<file path="src/rtl/hud_digit_sequencer_if.sv">
// hud_digit_sequencer_if: shared digit glyph ROM port (address out, row data back one cycle later)
interface hud_digit_sequencer_if;
    logic [7:0] glyph_addr;
    logic [7:0] glyph_data;
    modport master (output glyph_addr, input glyph_data);
    modport slave  (input glyph_addr, output glyph_data);
endinterface

</file>
<file path="src/rtl/hud_digit_sequencer.sv">
// hud_digit_sequencer: game clock/score counters, run state, and HUD digit rendering from a shared glyph ROM
module hud_digit_sequencer #(
    parameter int PIXEL_DISPLAY_BIT = 9,
    parameter int TICK_DIV          = 25000000,
    parameter int TIME_X0           = 176,
    parameter int SCORE_X0          = 450,
    parameter int HUD_Y0            = 460
) (
    input  logic                       clock_25,
    input  logic                       reset,
    input  logic [PIXEL_DISPLAY_BIT:0] X,
    input  logic [PIXEL_DISPLAY_BIT:0] Y,
    input  logic                       start,
    input  logic                       pause,
    input  logic                       game_over,
    input  logic                       score_inc,
    hud_digit_sequencer_if.master      rom,
    output logic                       pixel_out,
    output logic [1:0]                 game_state,
    output logic [15:0]                time_bcd,
    output logic [15:0]                score_bcd
);
    localparam int W  = PIXEL_DISPLAY_BIT + 1;
    localparam int PW = TICK_DIV > 1 ? $clog2(TICK_DIV) : 1;
    localparam logic [1:0] IDLE = 2'b00, RUN = 2'b01, PAUSED = 2'b10, OVER = 2'b11;

    logic [1:0]    state_next;
    logic          end_game, clear, running, tick;
    logic [PW-1:0] prescaler;
    logic          c0, c1, c2, score_carry;
    logic [15:0]   time_next, score_next;
    logic          in_y, in_time, in_score, hit, hit_d1;
    logic [4:0]    dx;
    logic [3:0]    row, digit;
    logic [2:0]    col_d1;

    // next state: game_over outranks start outranks pause; a start that is not overridden clears everything
    always_comb begin
        end_game   = game_over & (game_state == RUN | game_state == PAUSED);
        clear      = start & ~end_game;
        running    = game_state == RUN & ~clear;
        tick       = running & prescaler == PW'(TICK_DIV - 1);
        state_next = end_game ? OVER :
                     start ? RUN :
                     (pause & game_state == RUN) ? PAUSED :
                     (pause & game_state == PAUSED) ? RUN : game_state;
    end

    // mm:ss BCD increment with carries, holding at 99:59
    always_comb begin
        c0        = time_bcd[3:0] == 4'd9;
        c1        = c0 & time_bcd[7:4] == 4'd5;
        c2        = c1 & time_bcd[11:8] == 4'd9;
        time_next = time_bcd == 16'h9959 ? time_bcd : {
                        c2 ? time_bcd[15:12] + 4'd1 : time_bcd[15:12],
                        c1 ? (c2 ? 4'd0 : time_bcd[11:8] + 4'd1) : time_bcd[11:8],
                        c0 ? (c1 ? 4'd0 : time_bcd[7:4] + 4'd1) : time_bcd[7:4],
                        c0 ? 4'd0 : time_bcd[3:0] + 4'd1};
    end

    // 4-digit BCD score increment, holding at 9999
    always_comb begin
        score_next  = score_bcd;
        score_carry = score_bcd != 16'h9999;
        for (int i = 0; i < 4; i++) begin
            score_next[4*i +: 4] = score_carry ? (score_bcd[4*i +: 4] == 4'd9 ? 4'd0 : score_bcd[4*i +: 4] + 4'd1)
                                               : score_bcd[4*i +: 4];
            score_carry = score_carry & score_bcd[4*i +: 4] == 4'd9;
        end
    end

    // state register, prescaler and counters; prescaler is kept across pause so resume keeps the phase
    always_ff @(posedge clock_25 or negedge reset) begin
        if (!reset) begin
            game_state <= IDLE;
            prescaler  <= '0;
            time_bcd   <= '0;
            score_bcd  <= '0;
        end else begin
            game_state <= state_next;
            prescaler  <= (clear | tick) ? '0 : running ? prescaler + 1'b1 : prescaler;
            time_bcd   <= clear ? '0 : tick ? time_next : time_bcd;
            score_bcd  <= clear ? '0 : (running & score_inc) ? score_next : score_bcd;
        end
    end

    // field decode; offsets are only formed inside a field so no wrapped difference is used
    always_comb begin
        in_y     = Y >= W'(HUD_Y0) & Y <= W'(HUD_Y0 + 15);
        in_time  = X >= W'(TIME_X0) & X <= W'(TIME_X0 + 31);
        in_score = X >= W'(SCORE_X0) & X <= W'(SCORE_X0 + 31);
        hit      = in_y & (in_time | in_score);
        dx       = in_time ? 5'(X - W'(TIME_X0)) : in_score ? 5'(X - W'(SCORE_X0)) : 5'd0;
        row      = in_y ? 4'(Y - W'(HUD_Y0)) : 4'd0;
        digit    = in_time ? time_bcd[{~dx[4:3], 2'b00} +: 4] : score_bcd[{~dx[4:3], 2'b00} +: 4];
    end

    // stage 0 issues the ROM address (held on non-hit pixels); stage 1 picks the column bit from the returned row
    always_ff @(posedge clock_25 or negedge reset) begin
        if (!reset) begin
            rom.glyph_addr <= '0;
            col_d1         <= '0;
            hit_d1         <= 1'b0;
            pixel_out      <= 1'b0;
        end else begin
            if (hit) rom.glyph_addr <= {digit, row};
            col_d1    <= dx[2:0];
            hit_d1    <= hit;
            pixel_out <= hit_d1 & rom.glyph_data[3'd7 - col_d1];
        end
    end
endmodule

</file>
<file path="src/flat_wrapper.sv">
// flat-port wrapper written by rule: the top's interface ports become plain ports
module hud_digit_sequencer_flat 
#(
    parameter int PIXEL_DISPLAY_BIT = 9,
    parameter int TICK_DIV          = 25000000,
    parameter int TIME_X0           = 176,
    parameter int SCORE_X0          = 450,
    parameter int HUD_Y0            = 460
)
  (clock_25, reset, X, Y, start, pause, game_over, score_inc, pixel_out, game_state, time_bcd, score_bcd, rom_glyph_addr, rom_glyph_data);
  hud_digit_sequencer_if rom_i ();
  input  logic clock_25;
  input  logic reset;
  input  logic [PIXEL_DISPLAY_BIT:0] X;
  input  logic [PIXEL_DISPLAY_BIT:0] Y;
  input  logic start;
  input  logic pause;
  input  logic game_over;
  input  logic score_inc;
  output logic pixel_out;
  output logic [1:0] game_state;
  output logic [15:0] time_bcd;
  output logic [15:0] score_bcd;
  output wire logic [$bits(rom_i.glyph_addr)-1:0] rom_glyph_addr;
  input wire logic [$bits(rom_i.glyph_data)-1:0] rom_glyph_data;
  assign rom_glyph_addr = rom_i.glyph_addr;
  assign rom_i.glyph_data = rom_glyph_data;
  hud_digit_sequencer #(.PIXEL_DISPLAY_BIT(PIXEL_DISPLAY_BIT), .TICK_DIV(TICK_DIV), .TIME_X0(TIME_X0), .SCORE_X0(SCORE_X0), .HUD_Y0(HUD_Y0)) u_core (.clock_25(clock_25), .reset(reset), .X(X), .Y(Y), .start(start), .pause(pause), .game_over(game_over), .score_inc(score_inc), .rom(rom_i), .pixel_out(pixel_out), .game_state(game_state), .time_bcd(time_bcd), .score_bcd(score_bcd));
endmodule
</file>
<file path="config.mk">
export PLATFORM = sky130hd
export DESIGN_NAME = hud_digit_sequencer_flat
export DESIGN_NICKNAME = d
export VERILOG_FILES = /design/src/rtl/hud_digit_sequencer_if.sv /design/src/rtl/hud_digit_sequencer.sv /design/src/flat_wrapper.sv
export SDC_FILE = /design/constraint.sdc
export NUM_CORES = 1
export LEC_CHECK = 0
export ABC_AREA = 1
export CORE_ASPECT_RATIO = 1.75
export CORE_UTILIZATION = 54
export DETAILED_ROUTE_END_ITERATION = 7
export GPL_TIMING_DRIVEN = 0
export PLACE_DENSITY = 0.9
export SETUP_SLACK_MARGIN = 0.3
export SYNTH_ARGS = -nofsm -noshare
export SYNTH_HDL_FRONTEND = slang
export SYNTH_SLANG_ARGS = --single-unit
</file>
<file path="constraint.sdc">
create_clock -name clock_25 -period 2.5 [get_ports clock_25]
set_input_delay 0.5 -clock clock_25 [delete_from_list [all_inputs] [get_ports clock_25]]
set_output_delay 0.5 -clock clock_25 [all_outputs]
set_load 0.01 [all_outputs]
</file>
# After elaboration in Yosys (flattened, before gate mapping)

Index checks and enable logic that the tools add are counted.

Output and inout bits: 43
Input bits: 34
Register bits after elaboration: 72

$lt $le $gt $ge: 7
Add/subtract/negate cells: 13
Bitwise gates (word level): 23
Mux-type cells: 31
Eq/ne operators: 13
Shifts and indexed selects: 2
Reduce and logical (&&, ||, !) cells: 19

Operators by type and width:

| kind                  | count |
|---|---|
| $mux 16               | 5 |
| $mux 4                | 16 |
| $mux 25               | 2 |
| $add 4x1->4 const B   | 8 |
| $shiftx 16x5->4       | 2 |
| $add 25x1->25 const B | 1 |
| $eq 25x25->1 const B  | 1 |
| $eq 4x4->1 const B    | 6 |
| $ge 10x9->1 const B   | 2 |
| $le 10x9->1 const B   | 2 |
| $reduce_bool 2->1     | 10 |
| $and 1x1->1           | 17 |
| $eq 16x16->1 const B  | 1 |
| $ne 16x16->1 const B  | 1 |
| $ge 10x8->1 const B   | 1 |
| $le 10x8->1 const B   | 1 |
| $mux 5                | 2 |
| $reduce_and 2->1      | 5 |
| $reduce_and 3->1      | 3 |
| $mux 2                | 4 |
| $sub 5x2->5 const B   | 1 |
| $sub 5x5->5 const B   | 1 |
| $eq 4x3->1 const B    | 1 |
| $lt 3x4->1 const B    | 1 |
| other kinds (11)      | 14 |

# Logic depth before layout (Yosys ltp)

Gate-level depths: netlist of the first run.

Depth after elaboration: 10
Mapped depth: 13

# Worst setup path before layout of the first run

OpenSTA, ideal clock, no wires.

Path kind: reg-to-reg
Start: register u_core.game_state[0]
End: register u_core.prescaler[18]
Buffers on the path: 1
Path slack: 0.544 ns
Arrival: 1.838 ns
Stages on the path, launching flop included: 13
Clock period less this slack: 1.956 ns
Cells stage by stage: dfrtp_1 inv_1 ha_1 nor2_1 inv_1 nand2_4 inv_2 nor2_2 inv_2 buf_6 nand4_1 xor2_1 nor2_1

Longest elaborated chain between the ends: 10
Elaborated cells between the ends (all ways): 12
Those cells by class: eq/ne (2); mux (1); bitwise (8); reduce/logical (1)

Ends and longest elaborated chain:

| element                                      | RTL line                                             | text |
|---|---|---|
| start: declaration                           | hud_digit_sequencer.sv:19                            | `output logic [1:0] game_state,` |
| start signal: assignment                     | hud_digit_sequencer.sv:80                            | `game_state <= state_next;` |
| $eq 2x1->1 or $eq 2x2->1 (tied branches)     | hud_digit_sequencer.sv:39, hud_digit_sequencer.sv:41 |  |
| $or 1x1->1                                   | hud_digit_sequencer.sv:39                            | `end_game = game_over & (game_state == RUN \| game_state == PAUSED);` |
| $and 1x1->1                                  | hud_digit_sequencer.sv:39                            |  |
| $not 1->1                                    | hud_digit_sequencer.sv:40                            | `clear = start & ~end_game;` |
| $and 1x1->1                                  | hud_digit_sequencer.sv:40                            |  |
| $not 1->1                                    | hud_digit_sequencer.sv:41                            | `running = game_state == RUN & ~clear;` |
| $and 1x1->1                                  | hud_digit_sequencer.sv:41                            |  |
| $and 1x1->1                                  | hud_digit_sequencer.sv:42                            | `tick = running & prescaler == PW'(TICK_DIV - 1);` |
| $or 1x1->1                                   | hud_digit_sequencer.sv:81                            | `prescaler <= (clear \| tick) ? '0 : running ? prescaler + 1'b1 : prescaler;` |
| $mux 25 or $reduce_bool 2->1 (tied branches) | -                                                    |  |
| end signal: assignment                       | hud_digit_sequencer.sv:81                            |  |
| end: declaration                             | hud_digit_sequencer.sv:29                            | `logic [PW-1:0] prescaler;` |

Several ways; a longest one is shown, not always the timed one.
A chain may end at the register's enable or synchronous reset.

# Final worst setup path of the first run

Same ends and word-level chain as after synthesis.

==> impl_metrics.tcl, run 1 <==
set metrics [dict create \
    fmax_mhz 482 \
    cp_top_family "simple AND/OR/NAND/NOR gates" \
    synth.distinct_cells 41 \
    yosys.area_share.simple_pct 34.9 \
    ys_ff_latch 72 \
    reg2reg_to "u_core.prescaler[18]" \
    fin_total_pwr_uw 4390 \
    drc 11 \
    endpoint_kind "register" \
    netlist_area_um2 4550 \
    r2r_slack_ns 0.43 \
    dpl_cell_area_um2 5420 \
    p_leak_uw 0.00271 \
    worstMarginPinSlew_ns 0.920 \
    dp_hpwl_um 9930 \
    synth_adder_area_share_pct 3.30 \
    crit_required_ns 2.72 \
    crit_path_cell_trace "inv_1 -> ha_1 -> nor2_2 -> inv_1 -> nand2_4 -> inv_2 -> nor2_4 -> inv_2 -> buf_6 -> nand4_1 -> xor2_1 -> nor2_1" \
    fin_crit_sh_pct 82.9 \
    clk-insertion-delay-late_ns 0.35 \
    p_per_area_nw_per_um2 756 \
    avgViaCountPerCell 5.79 \
    rsz0062_at_grt "true" \
    firstDrtPassIters 7 \
    num_io_pins 77 \
    tns_ns 0 \
    drive_above_1_share_pct 7.57 \
    finalMaxSlewViolations 0 \
    setup_violations 0 \
    grt_pass1_vias 4737 \
    design_area_um2 5810 \
    r2r_start "u_core.game_state[0]" \
    diodes 0 \
    crit_type "reg2reg" \
    die_y_um 123 \
    synth.area.top_cells "dfrtp_1, nand2_1, nand3_1" \
    ant_nets 0 \
    core_region_area_um2 8260 \
    yosysSeqAreaShare_pct 39.6 \
    grt_start_max_net_pins 73 \
    cts_htree_levels 3 \
    pwr-share-seq_pct 35.2 \
    power_frac_clock_pct 31.6 \
    drt_iter0_drc 507 \
    intPower_uw 2820 \
    muxShareOfSynthArea_pct 0.220 \
    syn2layout_area_growth_pct 27.7 \
    maxCapViolations 0 \
    synth_compound_area_share_pct 9.82 \
    overflow 0 \
    cp-start-kind "register" \
    syn_area_per_cell_um2 7.20 \
    core.rowCount 44 \
    grt_first_pass_wirelength_um 21000 \
    ir_drop_mv 0.570 \
    synth_top_family_by_area "simple AND/OR/NAND/NOR gates" \
    run_status "finished with violations" \
    max_stage_delay_ns 0.38 \
    cts_buffers 9 \
    cts_buffer_depth 2 \
    synthArstFlopShare_pct 100 \
    cts_tree "built" \
    cts_root_buf "clkbuf_16" \
    fillers 637 \
    syn_nets 678 \
    drt_wl_total_um 13200 \
    max_slew_margin_pct 38.6 \
    gp_congestion 0.960 \
    clkSinkCount 72 \
    fin_crit_ns 2.07 \
    die_area_um2 8810 \
    routedWlPerCell_um 16.1 \
    reg2reg_depth 12 \
    antenna_found_initial 0 \
    synthFlopType "dfrtp_1" \
    initial_utilization_pct 55.1 \
    cpMaxStageDelayCell "dfrtp_1" \
    gr-usage-all-layers_pct 31.8 \
    synth_edf_count 0 \
    yosys.area.top_type "dfrtp_1" \
    io_buffer_count 76 \
    yosysTopAreaCellShare_pct 39.6 \
    hold_buffers 0 \
    postSynthCellCount 632 \
    fin_skew_ns 0.00994 \
    min_path_type "in2async" \
    synthXorXnorAreaFrac_pct 4.81 \
    clkTransAtPathRegs_ns 0.06 \
    die_x_um 71.4 \
    routed-via-count 4738 \
    hold_violations 0 \
    crit_fanout 10 \
    crit_start "u_core.game_state[0]" \
    comb_power_share_pct 33.2 \
    yosys_warnings 0 \
    cp_data_arrival_time_ns 2.30 \
    p_sw_uw 1570 \
    worst-path-buf-inv 5 \
    violations "DRC" \
    nNetsFinal 768 \
    swShare_pct 35.8 \
]
[cell usage in the layout, fill, tap and decap left out, types with 2 or more instances in the layout]
cell type          n
buf_2              4
nor2_1            67
or2_2              5
inv_1             69
o22ai_1            2
nand4_1           13
ha_1              11
nor4_1             2
nand3_2            4
a21oi_1           11
nand3_1           58
nor3_1             9
o21ai_1            3
clkbuf_16          9
nor2_4             3
o21ai_0           50
nand3b_1           6
buf_4              7
nand2_1          177
bufinv_16          2
o2111ai_1          2
inv_2              3
o21a_1             2
clkinvlp_4         3
a31oi_1            4
xnor2_1            2
clkbuf_4           2
dfrtp_1           72
nor3b_1            5
xor2_1            23
nand2_2            3
clkdlybuf4s50_1   74
[per-layer routing]
layer / track usage (%) / wire [um]
met4: 26.8 / 920
met5: 0 / 0
met3: 5.30 / 728
met2: 59.9 / 7200
met1: 28.7 / 4350
[cells by family (layout without fill, tap and decap cells)]
family / count (synthesis) / count (layout)
fa+ha+maj: 12 / 12
mux: 1 / 1
flops: 72 / 72
compound gates: 80 / 80
xor+xnor: 25 / 25
buf+inv: 83 / 178
simple gates: 359 / 359
[stage by stage]
step	hold slack [ns]	utilization [%]	setup slack (ns)	std cells
floorplan	0.204	-	0.544	632
global placement	0.463	65.7	-1.45	800
detailed placement	0.465	65.7	-0.139	800
CTS	0.326	69.7	0.269	816
global route	0.360	70.4	0.292	819
finish	0.255	70.4	0.427	819
[synth_stat cells, types with 3 or more instances]
cell type,count
a21oi_1,11
a31oi_1,4
buf_2,5
buf_4,3
dfrtp_1,72
ha_1,12
inv_1,69
inv_2,3
nand2_1,178
nand3_1,59
nand3_2,3
nand3b_1,6
nand4_1,13
nor2_1,68
nor2_2,3
nor3_1,9
nor3b_1,5
nor4_1,3
o21ai_0,51
or2_2,5
xor2_1,23
[worst max-delay path by stage]
stage                                           to  depth (start not counted)  slack (ns)
after floorplan               u_core.prescaler[18]                         12        0.54
after global placement         u_core.prescaler[8]                          1       -1.45
after detailed placement      u_core.prescaler[18]                         12       -0.14
after CTS                     u_core.prescaler[18]                         12        0.27
after global routing      u_core.rom.glyph_addr[2]                          8        0.29
final                         u_core.prescaler[18]                         12        0.43
[power groups by stage]
stage | sequential (uW) | combinational, uW | clock (uW)
after floorplan | 1560 | 728 | 0
after global placement | 1550 | 1330 | 0
after detailed placement | 1560 | 1380 | 0
after CTS | 1540 | 1400 | 1390
after global routing | 1570 | 1610 | 1460
final | 1550 | 1460 | 1390
[area by class of cell]
cell class | instances | area (um^2) | area share (%)
well taps | 92 | 115 | 1.98
flip-flops and latches | 72 | 1800 | 31.0
clock inverters | 7 | 96.3 | 1.66
multi-input cells | 477 | 2450 | 42.1
inverters | 72 | 270 | 4.65
plain buffers | 11 | 72.6 | 1.25
repair buffers | 79 | 783 | 13.5
clock buffers | 9 | 225 | 3.88
[what timing repair did]
| item | 4_1_cts | 5_1_grt |
|---|---|---|
| endpoints found under the setup margin | 30 | 46 |
| gates resized for setup | 2 | 12 |
| gates cloned | 0 | 0 |
| pin swaps | 0 | 2 |
| setup buffers | 0 | 3 |
[registers in the layout, indices dropped and copies added, names as in the netlist]
signal,count
u_core.hit_d1,1
u_core.time_bcd,16
u_core.rom.glyph_addr,8
u_core.prescaler,25
u_core.pixel_out,1
u_core.score_bcd,16
u_core.col_d1,3
u_core.game_state,2
[worst reg2reg max path, delay by kind of cell, from the launching register on]
| family | cells | cell delay, ns |
|---|---|---|
| and+or+nand+nor | 5 | 0.58 |
| buffers and inverters | 5 | 0.53 |
| DFF | 1 | 0.38 |
| adders and majority gates | 1 | 0.30 |
| xor gates and xnor gates | 1 | 0.16 |
No activity file was read; power rests on OpenSTA's default activity.
==> inputs of run 2 (changes only) <==
CORE_UTILIZATION = 49   (was 54)
PLACE_DENSITY = 0.87   (was 0.9)
clock period = 1.7 ns   (was 2.5 ns; I/O delays follow)
==> run 2 against run 1 <==
  * The flow finishes with violations (setup timing)
  * Wire length is 110% higher
  * Design area rose by 36%
  * Critical path depth decreased by 2
  * Largest power group is now combinational logic
  * Sequential power up 46%
  * Core utilization rose by 17 points
  * Flip-flop and latch count is the same
==> impl_metrics.tcl, run 2 (synthesis results as in run 1) <==
set metrics [dict create \
    run_status "finished with violations" \
    violations "setup timing" \
    num_io_pins 77 \
    drive_above_1_share_pct 44.6 \
    drt_iter0_drc 1207 \
    r2r_start "u_core.prescaler[10]" \
    routed-via-count 6614 \
    diodes 0 \
    cts_htree_levels 3 \
    cp_top_family "simple AND/OR/NAND/NOR gates" \
    drc 0 \
    reg2reg_depth 10 \
    dp_hpwl_um 10200 \
    dp_worst_setup_slack_ns -0.559 \
    routedWlPerCell_um 28.6 \
    cts_buffers 9 \
    ant_nets 0 \
    avgViaCountPerCell 6.95 \
    fin_total_pwr_uw 8990 \
    maxCapViolations 0 \
    cts_tree "built" \
    fin_skew_ns 0.0134 \
    rsz0062_at_grt "true" \
    crit_fanout 8 \
    grt_pass1_vias 5808 \
    syn2layout_area_growth_pct 74.0 \
    fin_crit_sh_pct 120 \
    io_buffer_count 76 \
    fillers 323 \
    final_core_util_pct 87.6 \
    nNetsFinal 872 \
    worst-path-buf-inv 2 \
    crit_type "reg2reg" \
    cts_root_buf "clkbuf_16" \
    dpl_cell_area_um2 5600 \
    initial_utilization_pct 50.4 \
    min_path_type "in2async" \
    fin_crit_ns 2.04 \
    antenna_found_initial 1 \
    max_stage_delay_ns 0.44 \
    cpMaxStageDelayCell "dfrtp_1" \
    worstMarginPinSlew_ns 0.993 \
    reg2reg_to "u_core.time_bcd[4]" \
    crit_path_cell_trace "nor2_1 -> nand2_1 -> nor2_1 -> nand4_1 -> o21ai_4 -> buf_6 -> buf_6 -> nand3_4 -> nand2_1 -> o21ai_1" \
    ir_drop_mv 1.98 \
    max_slew_margin_pct 33.8 \
    postLayoutSetupSlackWorst_ns -0.338 \
    fmax_mhz 491 \
    die_area_um2 9690 \
    grt_first_pass_wirelength_um 30800 \
    p_per_area_nw_per_um2 1140 \
    clk-insertion-delay-late_ns 0.35 \
    p_leak_uw 0.00361 \
    gp_congestion 0.945 \
    overflow 0 \
    regMostFlops "u_core.prescaler" \
    die_y_um 129 \
    setup_violations 61 \
    cp-start-kind "register" \
    r2r_slack_ns -0.34 \
    hold_violations 0 \
    largest_registers "u_core.prescaler (25), u_core.score_bcd (16), u_core.time_bcd (16)" \
    gr-usage-all-layers_pct 43.9 \
    mostFrequentLayoutCells "nand2_1, buf_4, dfrtp_1, inv_1, nor2_1" \
    largest_register_ff_count 25 \
    firstDrtPassIters 6 \
    clkSinkCount 72 \
    endpoint_kind "register" \
    finalMaxSlewViolations 0 \
    drt_wl_total_um 27200 \
    final_common_cell "nand2_1" \
    crit_required_ns 1.93 \
    cp_data_arrival_time_ns 2.27 \
    die_x_um 74.9 \
    core.rowCount 46 \
    clkTransAtPathRegs_ns 0.07 \
    core_region_area_um2 9040 \
    design_area_um2 7920 \
    cts_buffer_depth 2 \
    grt_start_max_net_pins 73 \
]
[run 2: cell types whose count changed in the layout (fill, tap and decap cells not counted), sizes merged]
cell and delta:
clkinv +2, clkbuf +9, clkdlybuf4s15 +15, dlygate4sd2 +18
bufinv -2, buf +119, clkdlybuf4s50 -59, dlymetal6s2s +3
clkinvlp -1
[run 2: layer usage]
layer  routed length, um  global-route usage, %  share of wire [%]  up-vias
met3                3970                   19.2                 15      379
met4                3610                   35.1                 13        2
met2               11700                   69.4                 43      773
met5                  51                   2.78               0.19        -
met1                7860                   43.2                 29     2999
li1                    -                      -                  -     2461
[run 2: area by class of cell]
type	count	area, um^2	area share [%]
tap	120	150	1.90
inverter	72	295	3.73
buffer	11	183	2.31
sequential	72	1830	23.1
multi-input combinational	477	3440	43.4
clock inverter	6	35.0	0.443
timing repair buffer	183	1750	22.1
clock buffer	10	239	3.02
[run 2: how the worst max path moves through the flow]
stage	to	from	slack, ns	cells after the start
6_report	u_core.time_bcd[4]	u_core.prescaler[10]	-0.34	10
5_1_grt	u_core.time_bcd[8]	u_core.prescaler[10]	-0.52	9
4_1_cts	u_core.prescaler[18]	u_core.game_state[1]	-0.07	11
3_5_place_dp	u_core.rom.glyph_addr[7]	X[4]	-0.56	13
3_3_place_gp	u_core.game_state[1]	reset	-2.43	1
2_1_floorplan	u_core.prescaler[18]	u_core.game_state[0]	-0.08	12
[run 2: power by group]
group	switching, uW	internal (uW)	leakage, uW
combinational	2860	2030	0.00253
clock	814	1020	0.000134
sequential	305	1960	0.000952
total	3980	5010	0.00361
[run 2: through the flow]
step / std cells / setup TNS (ns) / hold WS (ns)
final: 951 / -14.57 / 0.0910
after global routing: 951 / -20.11 / 0.192
after CTS: 924 / -0.582 / 0.178
after detailed placement: 828 / -23.11 / 0.465
after global placement: 828 / -176.92 / 0.463
after floorplan: 632 / -0.633 / 0.0444
[run 2: worst reg2reg max path: cells and delay by family (launching register included)]
kind	cells	cell delay, ns
compound gates	2	0.35
buf+inv	2	0.25
flops	1	0.44
simple gates	6	0.90
[run 2: timing repair]
item | in CTS | in global routing
pin swaps | 50 | 57
setup buffers | 74 | 26
endpoints found under the setup margin | 111 | 91
resized for setup | 272 | 201
hold buffers | 0 | 0
gates cloned | 6 | 1
==> inputs of run 3 (changes only) <==
GPL_TIMING_DRIVEN = unset   (was 0)
PLACE_DENSITY = 0.83   (was 0.87)
==> run 3 against run 2 <==
  * Synthesized cell count is the same
  * The run now fails in 5_1_grt
  * Synthesized area is the same
==> impl_metrics.tcl, run 3 <==
set metrics [dict create \
    core.rowCount 46 \
    num_io_pins 77 \
    clkSinkCount 72 \
    synth.most_common_cell "nand2_1" \
    yosys_warnings 0 \
    die_y_um 129 \
    yosysSeqAreaShare_pct 39.6 \
    yosys.area.top_type "dfrtp_1" \
    cts_root_buf "clkbuf_16" \
    dp.cells 914 \
    dp_worst_setup_slack_ns -0.388 \
    yosysTopAreaCellShare_pct 39.6 \
    synth.area.top_cells "dfrtp_1, nand2_1, nand3_1" \
    ys_ff_latch 72 \
    synthArstFlopShare_pct 100 \
    netlist_area_um2 4550 \
    die_x_um 74.9 \
    synth_edf_count 0 \
    lastStage "5_1_grt" \
    io_buffer_count 76 \
    overflow 46 \
    synthTopCellsByCount "nand2_1, dfrtp_1, inv_1" \
    endpoint_type "register data pin" \
    cts_buffer_depth 2 \
    syn_nets 678 \
    synthFlopType "dfrtp_1" \
    postSynthCellCount 632 \
    gp_congestion 0.946 \
    synth.distinct_cells 41 \
    gr-usage-all-layers_pct 67.7 \
    hold_buffers 0 \
    tool.error "[ERROR GRT-0232] Routing congestion too high. Check the congestion heatmap in the GUI." \
    syn_area_per_cell_um2 7.20 \
    cts_htree_levels 3 \
    crit_endpoint "u_core.time_bcd[4]$_DFFE_PN0P_/D" \
    initial_utilization_pct 50.4 \
    run_status "did not finish" \
    dp_hpwl_um 11000 \
    cts_buffers 9 \
    grt_start_max_net_pins 73 \
]
-- run 3: cell counts after synthesis --
No cell type changed its count.
-- run 3: logic make-up after synthesis --
kind of cell    after synthesis  synth area share [%]
compound gates               80                  9.82
xor+xnor                     25                  4.81
fa+ha+maj                    12                  3.30
buf+inv                      83                  7.40
flops                        72                  39.6
mux                           1                 0.220
simple gates                359                  34.9
-- run 3: what timing repair did --
item | CTS
gates cloned | 3
hold endpoints to repair | 0
pin swaps | 34
resized for setup | 289
setup endpoints to repair | 110
buffers inserted | 33
-- run 3: per-stage QoR --
step | area (um^2) | hold WS [ns]
3_5_place_dp | 6270 | 0.403
3_3_place_gp | 6270 | 0.394
4_1_cts | 7270 | 0.0509
2_1_floorplan | 4690 | 0.0444
-- run 3: per-layer routing --
layer	global-route usage, %	overflow
met5	2.22	0
met4	68.0	14
met3	47.3	0
met2	87.6	29
met1	67.8	3
==> inputs of run 4 (changes only) <==
CORE_ASPECT_RATIO = unset   (was 1.75)
CORE_UTILIZATION = 40   (was 49)
PLACE_DENSITY = unset   (was 0.83)
PLACE_DENSITY_LB_ADDON = 0.15   (was unset)
SETUP_SLACK_MARGIN = unset   (was 0.3)
clock period = 2.2 ns   (was 1.7 ns; I/O delays follow)
==> run 4 against run 3 <==
  * The run now ends clean
==> impl_metrics.tcl, run 4 (synthesis results as in run 1) <==
set metrics [dict create \
    post-cts-setup-buffers 0 \
    ir_drop_mv 0.420 \
    crit_fanout 24 \
    power_frac_clock_pct 33.9 \
    run_status "completed" \
    crit_required_ns 2.40 \
    p_leak_uw 0.00279 \
    cpMaxStageDelayCell "dfrtp_1" \
    worst-path-buf-inv 4 \
    core.rowCount 38 \
    fin_skew_ns 0.00802 \
    fin_crit_ns 2.02 \
    p_per_area_nw_per_um2 841 \
    clk-insertion-delay-late_ns 0.33 \
    antenna_found_initial 0 \
    io_buffer_count 76 \
    comb_power_share_pct 31.7 \
    nNetsFinal 778 \
    crit_path_cell_trace "inv_1 -> ha_1 -> nor2_1 -> inv_1 -> nand2_4 -> inv_2 -> nor2_2 -> inv_2 -> nand3_1 -> o21ai_0 -> a21oi_1" \
    core_region_area_um2 11000 \
    routedWlPerCell_um 13.7 \
    drt_wl_total_um 12000 \
    gr-usage-all-layers_pct 21.5 \
    cts_htree_levels 3 \
    cts_resized 0 \
    firstDrtPassIters 5 \
    max_slew_margin_pct 64.3 \
    fin_crit_sh_pct 91.9 \
    reg2reg_depth 11 \
    crit_type "reg2reg" \
    avgViaCountPerCell 5.13 \
    cp-start-kind "register" \
    cp_data_arrival_time_ns 2.22 \
    fillers 1063 \
    grt_first_pass_wirelength_um 20000 \
    postLayoutSetupSlackWorst_ns 0.179 \
    ant_nets 0 \
    largest_register_ff_count 25 \
    dp_hpwl_um 9020 \
    instances_no_fill 877 \
    grt_start_max_net_pins 73 \
    worstMarginPinSlew_ns 0.531 \
    cts_tree "built" \
    clkTransAtPathRegs_ns 0.06 \
    dp_worst_setup_slack_ns -0.110 \
    routed-via-count 4503 \
    clkSinkCount 72 \
    cts_buffers 9 \
    die_y_um 109 \
    max_stage_delay_ns 0.39 \
    cp_num_cells 11 \
    gp_congestion 0.893 \
    intPower_uw 3310 \
    final_core_util_pct 54.3 \
    cts_root_buf "clkbuf_16" \
    overflow 0 \
    endpoint_kind "register" \
    cts_buffer_depth 2 \
    p_sw_uw 1700 \
    syn2layout_area_growth_pct 31.0 \
    diodes 0 \
    fmax_mhz 495 \
    drive_above_1_share_pct 8.28 \
    hold_violations 0 \
    min_path_type "in2async" \
    regMostFlops "u_core.prescaler" \
    drt_iter0_drc 334 \
    num_io_pins 77 \
    die_area_um2 11800 \
    pwr-share-seq_pct 34.4 \
    die_x_um 109 \
    dp.cells 861 \
    mostFrequentLayoutCells "nand2_1, clkdlybuf4s50_1, dfrtp_1, inv_1, nor2_1" \
    tns_ns 0 \
    drc 0 \
    cp_top_family "buffers and inverters" \
    maxCapViolations 0 \
    setup_violations 0 \
    finalMaxSlewViolations 0 \
    largest_registers "u_core.prescaler (25), u_core.score_bcd (16), u_core.time_bcd (16)" \
    swShare_pct 33.9 \
    rsz0062_at_grt "false" \
    final_common_cell "nand2_1" \
    grt_pass1_vias 4398 \
    hold_buffers 0 \
    initial_utilization_pct 41.4 \
]
[run 4: per-stage QoR]
step / cell area, um^2 / power, uW / hold slack [ns]
finish: 5960 / 5020 / 0.112
global route: 5960 / 5310 / 0.153
CTS: 5960 / 5050 / 0.153
detailed placement: 5620 / 3340 / 0.468
global placement: 5620 / 3310 / 0.469
floorplan: 4550 / 2600 / 0.144
[run 4: metal layers]
metal  global-route usage, %  routed length [um]  up-vias
met5                       0                   0        -
met4                    8.69                 218        0
met3                    3.41                 764       18
met2                    35.5                5540      135
met1                    28.0                5450     2089
li1                        -                   -     2261
[run 4: final timing paths]
check	from	to	slack [ns]
max	u_core.game_state[0]	u_core.prescaler[10]	0.18
min	reset	u_core.score_bcd[1]	0.11
max reg2reg	u_core.game_state[0]	u_core.prescaler[10]	0.18
min reg2reg	u_core.rom.glyph_addr[0]	u_core.rom.glyph_addr[0]	0.48
max in group asynchronous	reset	u_core.col_d1[0]	1.74
min in group clock_25	u_core.rom.glyph_addr[0]	u_core.rom.glyph_addr[0]	0.48
[run 4: layout make-up]
type / instances / area, um^2 / share of cell area (%)
multi-input cells: 477 / 2410 / 40.5
flip-flops and latches: 72 / 1800 / 30.2
repair buffers: 100 / 961 / 16.1
inverters: 72 / 270 / 4.53
clock buffers: 9 / 225 / 3.78
well taps: 140 / 175 / 2.94
clock inverters: 7 / 118 / 1.97
[run 4: power by group through the flow]
stage	Sequential, uW	Combinational, uW	Clock (uW)
6_report	1720	1590	1700
5_1_grt	1760	1770	1780
4_1_cts	1720	1600	1720
3_5_place_dp	1740	1600	0
3_3_place_gp	1740	1570	0
2_1_floorplan	1770	827	0
[run 4: worst register-to-register path: cells and delay by family, from the launching register on]
kind	cells	cell delay (ns)
and+or+nand+nor	4	0.33
AOI/OAI and AO/OA	2	0.35
adders and majority gates	1	0.28
buffers and inverters	4	0.55
DFF	1	0.39
